--- src/rtl/tank_game_engine.sv ---
// Two-player tank battle engine: tank movement, per-player bullet pools,
// firing on rising edges and hit detection, all published as 32-bit sprite words.
module tank_game_engine #(
    parameter int MAX_BULLETS = 8
) (
    input  logic        clk,
    input  logic        reset,
    input  logic        video_on,
    input  logic        game_on,
    input  logic        up1,
    input  logic        down1,
    input  logic        left1,
    input  logic        right1,
    input  logic        fire1,
    input  logic        up2,
    input  logic        down2,
    input  logic        left2,
    input  logic        right2,
    input  logic        fire2,
    output logic [31:0] tank_ram_data,
    output logic [31:0] oppo_ram_data,
    output logic [31:0] bullet_ram_data [0:2*MAX_BULLETS-1]
);
    localparam int NB = 2 * MAX_BULLETS;

    logic [31:0] r_tank, r_oppo;
    logic [31:0] r_bul [0:NB-1];
    logic        r_fire1_q, r_fire2_q;

    logic [31:0] w_tank_mv, w_oppo_mv, w_tank_nxt, w_oppo_nxt;
    logic [31:0] w_bul_nxt [0:NB-1];
    logic [32:0] w_res;
    logic        w_hit_tank, w_hit_oppo, w_spawn1, w_spawn2, w_found1, w_found2;
    logic        w_unused_video;

    // video_on only qualifies the renderer; the engine state never depends on it
    assign w_unused_video = video_on;

    // Move one tank 1 px in the highest-priority pressed direction; clamp and
    // cancel the move if it would overlap the other (active) tank.
    function automatic logic [31:0] f_tank_move(input logic [31:0] me, input logic [31:0] oth,
                                                input logic up, input logic dn,
                                                input logic lf, input logic rt);
        logic [10:0] x, y, nx, ny, ox, oy;
        logic [1:0]  d;
        x  = {1'b0, me[27:18]};
        y  = {1'b0, me[17:8]};
        ox = {1'b0, oth[27:18]};
        oy = {1'b0, oth[17:8]};
        nx = x;
        ny = y;
        d  = me[31:30];
        if (up) begin
            d = 2'd0;
            if (y != 11'd0) ny = y - 11'd1;
        end else if (dn) begin
            d = 2'd2;
            if (y < 11'd448) ny = y + 11'd1;
        end else if (lf) begin
            d = 2'd3;
            if (x != 11'd0) nx = x - 11'd1;
        end else if (rt) begin
            d = 2'd1;
            if (x < 11'd608) nx = x + 11'd1;
        end
        if (oth[28] && (nx < ox + 11'd32) && (ox < nx + 11'd32) &&
            (ny < oy + 11'd32) && (oy < ny + 11'd32)) begin
            nx = x;
            ny = y;
        end
        if (!me[28]) return me;
        return {d, 1'b0, 1'b1, nx[9:0], ny[9:0], 8'h00};
    endfunction

    // Advance one bullet 2 px; returns {hit, next word}. Signed math so a step
    // past 0 is seen as leaving the field rather than wrapping to 1023.
    function automatic logic [32:0] f_bullet(input logic [31:0] b, input logic [31:0] tgt);
        logic signed [11:0] bx, by, tx, ty;
        logic               out, hit;
        bx = $signed({2'b00, b[27:18]});
        by = $signed({2'b00, b[17:8]});
        tx = $signed({2'b00, tgt[27:18]});
        ty = $signed({2'b00, tgt[17:8]});
        case (b[31:30])
            2'd0:    by = by - 12'sd2;
            2'd1:    bx = bx + 12'sd2;
            2'd2:    by = by + 12'sd2;
            default: bx = bx - 12'sd2;
        endcase
        out = (bx < 12'sd0) || (bx > 12'sd636) || (by < 12'sd0) || (by > 12'sd476);
        hit = tgt[28] && (bx < tx + 12'sd32) && (tx < bx + 12'sd4) &&
              (by < ty + 12'sd32) && (ty < by + 12'sd4);
        if (!b[28]) return 33'd0;
        if (hit || out) return {hit, 32'd0};
        return {1'b0, b[31:28], bx[9:0], by[9:0], 8'h00};
    endfunction

    // Next-state for tanks and bullets: move, hit, then spawn into free slots
    always_comb begin
        w_hit_tank = 1'b0;
        w_hit_oppo = 1'b0;
        w_found1   = 1'b0;
        w_found2   = 1'b0;
        w_res      = 33'd0;
        w_tank_mv  = f_tank_move(r_tank, r_oppo, up1, down1, left1, right1);
        w_oppo_mv  = f_tank_move(r_oppo, r_tank, up2, down2, left2, right2);
        w_spawn1   = fire1 && !r_fire1_q && r_tank[28];
        w_spawn2   = fire2 && !r_fire2_q && r_oppo[28];
        for (int i = 0; i < NB; i++) begin
            w_res        = f_bullet(r_bul[i], (i < MAX_BULLETS) ? r_oppo : r_tank);
            w_bul_nxt[i] = w_res[31:0];
            if (i < MAX_BULLETS) w_hit_oppo = w_hit_oppo | w_res[32];
            else                 w_hit_tank = w_hit_tank | w_res[32];
        end
        for (int i = 0; i < MAX_BULLETS; i++) begin
            if (w_spawn1 && !w_found1 && !r_bul[i][28]) begin
                w_bul_nxt[i] = {w_tank_mv[31:30], 1'b0, 1'b1, w_tank_mv[27:18] + 10'd14,
                                w_tank_mv[17:8] + 10'd14, 8'h00};
                w_found1 = 1'b1;
            end
            if (w_spawn2 && !w_found2 && !r_bul[MAX_BULLETS+i][28]) begin
                w_bul_nxt[MAX_BULLETS+i] = {w_oppo_mv[31:30], 1'b1, 1'b1,
                                            w_oppo_mv[27:18] + 10'd14,
                                            w_oppo_mv[17:8] + 10'd14, 8'h00};
                w_found2 = 1'b1;
            end
        end
        w_tank_nxt     = w_tank_mv;
        w_tank_nxt[28] = w_tank_mv[28] & ~w_hit_tank;
        w_oppo_nxt     = w_oppo_mv;
        w_oppo_nxt[28] = w_oppo_mv[28] & ~w_hit_oppo;
    end

    // State register: fire history always samples, game words only when game_on
    always_ff @(posedge clk) begin
        if (!reset) begin
            r_tank    <= {2'd0, 1'b0, 1'b1, 10'd160, 10'd400, 8'h00};
            r_oppo    <= {2'd2, 1'b0, 1'b1, 10'd480, 10'd64, 8'h00};
            r_fire1_q <= 1'b0;
            r_fire2_q <= 1'b0;
            for (int i = 0; i < NB; i++) r_bul[i] <= 32'd0;
        end else begin
            r_fire1_q <= fire1;
            r_fire2_q <= fire2;
            if (game_on) begin
                r_tank <= w_tank_nxt;
                r_oppo <= w_oppo_nxt;
                for (int i = 0; i < NB; i++) r_bul[i] <= w_bul_nxt[i];
            end
        end
    end

    assign tank_ram_data   = r_tank;
    assign oppo_ram_data   = r_oppo;
    assign bullet_ram_data = r_bul;

endmodule

--- config.mk ---
export PLATFORM = sky130hd
export DESIGN_NAME = tank_game_engine
export DESIGN_NICKNAME = d
export VERILOG_FILES = /design/src/rtl/tank_game_engine.sv
export SDC_FILE = /design/constraint.sdc
export NUM_CORES = 2
export LEC_CHECK = 0
export CAP_MARGIN = 15
export CORE_MARGIN = 8
export CORE_UTILIZATION = 51
export DETAILED_ROUTE_END_ITERATION = 7
export GPL_TIMING_DRIVEN = 1
export HOLD_SLACK_MARGIN = 0.02
export PLACE_DENSITY = 0.8
export RECOVER_POWER = 50
export SYNTH_ARGS = -nofsm -noshare
export SYNTH_HDL_FRONTEND = slang
export SYNTH_SLANG_ARGS = --single-unit
--- constraint.sdc ---
create_clock -name clk -period 6.3 [get_ports clk]
set_input_delay 1.26 -clock clk [delete_from_list [all_inputs] [get_ports clk]]
set_output_delay 1.26 -clock clk [all_outputs]
set_load 0.05 [all_outputs]
==> Word-level counts from Yosys, hierarchy flattened <==
Index checks and enable logic that the tools add are counted.
{ "word_totals": {"elab_cells": 808, "out_inout_bits": 576, "register_bits": 560} }
{ "classes": {"n_reduce_logical": 254, "mux": 192, "magnitude_cmp": 140, "bitwise": 18, "n_eq_ne": 48, "add_sub_neg": 120} }
{ "op_table": {"columns": ["op", "n"], "rows": [
  ["33-bit two-way mux", 64],
  ["12-bit one-hot mux with 2 select lines", 32],
  ["32-bit two-way mux", 18],
  ["12-bit by 4-bit adder with 12-bit output (second input constant)", 32],
  ["11-bit by 12-bit less-than comparator with 1-bit output", 32],
  ["12-bit by 1-bit less-than comparator with 1-bit output (second input constant)", 32],
  ["12-bit less-than comparator", 32],
  ["10-bit by 2-bit adder with 11-bit output (second input constant)", 32],
  ["10-bit by 2-bit subtractor with 11-bit output (second input constant)", 32],
  ["11-bit two-way mux", 20],
  ["12-bit by 10-bit greater-than comparator with 1-bit output (second input constant)", 16],
  ["12-bit by 11-bit greater-than comparator with 1-bit output (second input constant)", 16],
  ["1-bit logical AND", 106],
  ["10-bit by 6-bit adder with 11-bit output (second input constant)", 8],
  ["1-bit logical OR", 64],
  ["3-bit by 1-bit inequality test with 1-bit output (second input constant)", 16],
  ["1-bit two-way mux", 46],
  ["10-bit by 1-bit adder with 11-bit output (second input constant)", 4],
  ["11-bit by 6-bit adder with 11-bit output (second input constant)", 4],
  ["10-bit by 11-bit less-than comparator with 1-bit output", 4],
  ["11-bit less-than comparator", 4],
  ["10-bit by 1-bit subtractor with 11-bit output (second input constant)", 4],
  ["10-bit by 4-bit adder with 10-bit output (second input constant)", 4],
  ["10-bit two-way mux", 4],
  ["13 further kinds", 146]
]} }

==> Logic depth before layout (Yosys ltp) <==
{ "logic_depth": {"word_depth": 34, "ltp_mapped": 34, "mapped_depth_nobuf": 31} }

==> Worst setup path after synthesis <==
No wires, ideal clock.
{ "synth_timing": {"kind": "input to register", "startpoint": "input up1", "endpoint": "register r_bul (netlist bit bullet_ram_data[429])", "required_ps": 6168, "cell_stages": 23, "path_slack_ps": -443, "arrival_time_ps": 6611, "setup_ps": 132, "path_cell_list": "or3b_1 > or4b_2 > nand3_1 > nor2b_1 > clkbuf_1 > nand3_1 > xnor2_1 > ha_1 > a2111oi_0 > o21a_1 > o311ai_1 > a22oi_1 > buf_2 > buf_2 > mux2i_1 > ha_1 > inv_1 > o21ai_0 > xnor2_1 > o211ai_1 > nor2_1 > a41oi_1 > a21oi_1"} }
{ "synth_between": {"elab_chain_cells": 10} }
{ "synth_rtl": {"columns": ["item", "line_no", "text"], "rows": [
  ["from (decl)", "10", "input logic up1,"],
  ["11-bit two-way mux", "53", "if (up) begin"],
  ["11-bit by 6-bit adder with 11-bit output / 11-bit less-than comparator (equally long branches)", "66", "if (oth[28] && (nx < ox + 11'd32) && (ox < nx + 11'd32) &&"],
  ["10-bit by 11-bit less-than comparator with 1-bit output / 1-bit logical AND (equally long branches)", "66", null],
  ["1-bit logical AND (2 in series)", "66", null],
  ["1-bit logical AND", "67", "(ny < oy + 11'd32) && (oy < ny + 11'd32)) begin"],
  ["10-bit two-way mux (*)", "66", null],
  ["32-bit two-way mux (*)", "72", "return {d, 1'b0, 1'b1, nx[9:0], ny[9:0], 8'h00};"],
  ["10-bit by 4-bit adder with 10-bit output (*)", "118", "w_tank_mv[17:8] + 10'd14, 8'h00};"],
  ["32-bit two-way mux (*)", "116", "if (w_spawn1 && !w_found1 && !r_bul[i][28]) begin"],
  ["to (decl)", "27", "logic [31:0] r_bul [0:NB-1];"]
]} }
Mark *: on every way between the ends. The rest lies on a longest branch, timed or not.
A chain may end at the register's enable or synchronous reset.

==> Worst setup path in the final report <==
{ "layout_timing": {"startpoint": "input left2", "endpoint": "register r_bul (netlist bit bullet_ram_data[27])"} }
{ "layout_between": {"elab_chain_cells": 12} }
{ "layout_rtl": {"columns": ["item", "line_no", "text"], "rows": [
  ["from (decl)", "17", "input logic left2,"],
  ["11-bit two-way mux (*)", "59", "end else if (lf) begin"],
  ["11-bit two-way mux (*)", "56", "end else if (dn) begin"],
  ["11-bit two-way mux (*)", "53", null],
  ["11-bit by 6-bit adder with 11-bit output / 11-bit less-than comparator (equally long branches)", "66", null],
  ["10-bit by 11-bit less-than comparator with 1-bit output / 1-bit logical AND (equally long branches)", "66", null],
  ["1-bit logical AND (2 in series)", "66", null],
  ["1-bit logical AND", "67", null],
  ["10-bit two-way mux (*)", "66", null],
  ["32-bit two-way mux (*)", "72", null],
  ["10-bit by 4-bit adder with 10-bit output (*)", "123", "w_oppo_mv[27:18] + 10'd14,"],
  ["32-bit two-way mux (*)", "121", "if (w_spawn2 && !w_found2 && !r_bul[MAX_BULLETS+i][28]) begin"]
]} }
Marks and branches as above.

==> impl_metrics.yaml <==
global_routing:
  grt_start_max_net_pins: 171
  antenna_found_initial: 14
  grt_pass1_vias: 54857
  grt_pass1_wl_mm: 346
  grt_overflow: 0
  grt_use_total_pct: 38.1
worst_setup_path:
  endpoint: "bullet_ram_data[27]"
  end_kind: "flop"
  cp-start-kind: "input port"
  crit_type: "in -> reg"
  worstPathMaxFanout: 10
  worstSetupStartpoint: "left2"
  required_ps: 6900
  arrival_ps: 6670
  rr_endpoint: "bullet_ram_data[27]"
  reg2regPathDepth: 27
  timing.reg2reg.setup_slack_ps: 350
  crit-reg2reg-launch: "oppo_ram_data[8]"
synth:
  ys_async_sr_fraction_pct: 0
  synth-seq-cells: 424
  post_synth.cell_area_avg_um2: 7.56
  synth_seq_area_share_pct: 15.9
  dominantRegCellSynth: "dfxtp_1"
  synthesis.area_um2: 53300
  synth-edff-count: 0
  ys_warn_count: 0
  syn-instance-count: 7054
  synth.distinct_cells: 109
outcome:
  violations: "DRC, capacitance limit, slew limit"
  status: "finished with violations"
clock_network:
  clockBufferDepth: 3
  cts_buffers: 56
  clockRootBuffer: "clkbuf_16"
  h-tree-depth: 2
  clock-sinks: 424
  clk_pin_slew_ps: 60
  clock_latency_ps: 690
  cts_tree: "done"
floorplan:
  rows: 118
  pin_count: 590
  initial_utilization_pct: 51.5
  dieArea_um2: 115000
  core_area_um2: 104000
  fp.dieW_um: 339
  die_y_um: 339
sta:
  fin_crit_sh_pct: 96.2
  setup-violations-final: 0
  max_slew_margin_pct: -139
  hold_violations: 0
  skew_ps: 33.8
  fin_crit_ps: 6060
  fin_setup_tns_ps: 0
  hold_slack_ps: 461
  worst_slew_pin_slew_ps: 3590
  fmax_mhz: 165
  setup_slack_ps: 236
  maxSlewViolCount: 76
power:
  switching_share_pct: 48.8
  clkPwrFrac_pct: 22.0
  p_int_mw: 8.08
  power.total_mw: 15.8
  peakVddDrop_mv: 0.295
  p_leak_nw: 27.0
  p_switching_mw: 7.69
  combPwrFrac_pct: 58.3
  seqPwrFrac_pct: 19.7
  power_density_nw_per_um2: 251
final_layout:
  synthToLayoutAreaGrowth_pct: 17.7
  finalNetCount: 8366
  drive_above_1_share_pct: 7.96
placement:
  io_buffers: 434
  gp_congestion: 1.00
  dp_hpwl_mm: 168
  post-place-ws_ps: -781
route:
  firstDrtPassIters: 8
  drtIter0Drc: 7347
  via_count: 59124
  vias_per_cell: 6.58
  finalWirelength_mm: 235
  drc: 7
  final_antenna_net_count: 0
  wl_per_cell_um: 26.2
job:
  maxCapViolCount: 2
worst_hold_path:
  hold_path_class: "reg -> reg"
  holdPathStages: 2
==> cell usage after synthesis, types with 56 or more instances <==
master,number,share of area (%)
ha_1,802,19
o21ai_0,555,5.2
a21oi_1,533,5.0
nor2_1,494,3.5
nand2_1,448,3.2
dfxtp_1,424,16
inv_1,373,2.6
xnor2_1,351,5.8
clkbuf_1,313,2.2
xor2_1,262,4.3
nand3_1,203,1.9
buf_4,166,2.3
nor3_1,144,1.4
a21o_1,135,1.9
nand4_1,124,1.5
nand2b_1,111,1.3
a211oi_1,97,1.4
or3_1,96,1.1
nor4_1,78,0.91
or4_1,76,1.1
and3_1,71,0.83
nor2b_1,67,0.79
o21a_1,64,0.90
a31oi_1,62,0.73
a221oi_1,60,0.99
a22oi_1,56,0.79
==> logic make-up (layout without fill, tap and decap cells) <==
| logic type | Yosys count | count (layout) | share of synthesized area [%] |
|---|---|---|---|
| buffers and inverters | 906 | 1293 | 7.64 |
| multiplexers | 61 | 61 | 1.18 |
| adder cells (fa/ha/maj) | 802 | 802 | 18.8 |
| other | 1 | 165 | 0.00703 |
| flip-flops | 424 | 424 | 15.9 |
| AO/OA/AOI/OAI | 2026 | 2026 | 24.2 |
| XOR/XNOR | 619 | 619 | 10.2 |
| AND/OR/NAND/NOR | 2215 | 2215 | 22.0 |
==> through the flow <==
stage / area [µm²] / utilization (%) / std cells
after floorplan: 54000 / - / 7209
after global placement: 60600 / 58.5 / 8866
after detailed placement: 60600 / 58.5 / 8866
after CTS: 62600 / 60.4 / 8970
after global routing: 62800 / 60.6 / 8977
final: 62800 / 60.6 / 8985
==> sequential cells by signal, indices dropped and copies added (netlist names) <==
signal           flops
bullet_ram_data    376
oppo_ram_data       23
tank_ram_data       23
r_fire1_q            1
r_fire2_q            1
==> worst max-delay path: stages <==
cell and delay [ps]:
clkdlybuf4s50_1 630, buf_4 230, nor4bb_1 190, and3_1 280, buf_4 160, nor2_1 40
o21ai_0 190, xnor2_1 210, inv_1 110, ha_1 190, a21o_1 150, a21o_1 180
a21oi_1 150, o2111a_1 200, o21ai_0 120, nor3_2 260, a21oi_1 170, nor2_4 170
a21o_1 140, inv_1 50, ha_1 210, buf_4 150, nand2_1 70, a21oi_1 50
a21oi_1 310, and3_4 410, o21ai_1 150, a21oi_1 200
==> metal layers <==
metal | routed length (µm) | vias to the layer above | GRT usage [%]
met5 | 59 | - | 0
met4 | 21100 | 10 | 28.3
met3 | 29900 | 1027 | 9.93
met2 | 96500 | 3910 | 56.6
met1 | 87600 | 27644 | 47.2
li1 | - | 26533 | -
==> layout make-up <==
class	instances	area (µm²)
multi-input cells	5879	41600
clock buffers	76	1580
clock inverters	28	327
flip-flops and latches	424	8490
repair buffers	807	7630
inverters	382	1450
well taps	1380	1730
fillers	9407	40900
diodes	9	22.5
==> worst min path at each step <==
stage                               from                   end
global route        bullet_ram_data[189]  bullet_ram_data[189]
finish               bullet_ram_data[29]   bullet_ram_data[29]
global placement     bullet_ram_data[93]   bullet_ram_data[93]
floorplan                      r_fire1_q  bullet_ram_data[488]
CTS                  bullet_ram_data[29]   bullet_ram_data[29]
detailed placement   bullet_ram_data[29]   bullet_ram_data[29]
==> what timing repair did <==
item,CTS,global route
endpoints found under the hold margin,0,0
resized for setup,3,34
buffers inserted,0,4
pin swaps,0,7
endpoints found under the setup margin,7,69
hold buffers,0,0
==> cell usage in the layout, fill, tap and decap left out, types with 262 or more instances in the layout <==
cell / n
inv_1: 372
ha_1: 800
nor2_1: 492
dlygate4sd3_1: 415
dfxtp_1: 422
nand2_1: 446
buf_4: 330
xnor2_1: 350
o21ai_0: 549
xor2_1: 262
a21oi_1: 529
==> power by group through the flow <==
stage | logic (mW) | registers, mW | clock network [mW]
after CTS | 8.89 | 3.10 | 3.47
after floorplan | 4.66 | 3.53 | 0
after global routing | 9.69 | 3.12 | 3.57
final | 9.19 | 3.11 | 3.47
after detailed placement | 8.83 | 3.15 | 0
after global placement | 8.67 | 3.15 | 0
Power figures use the tool's default switching activity.
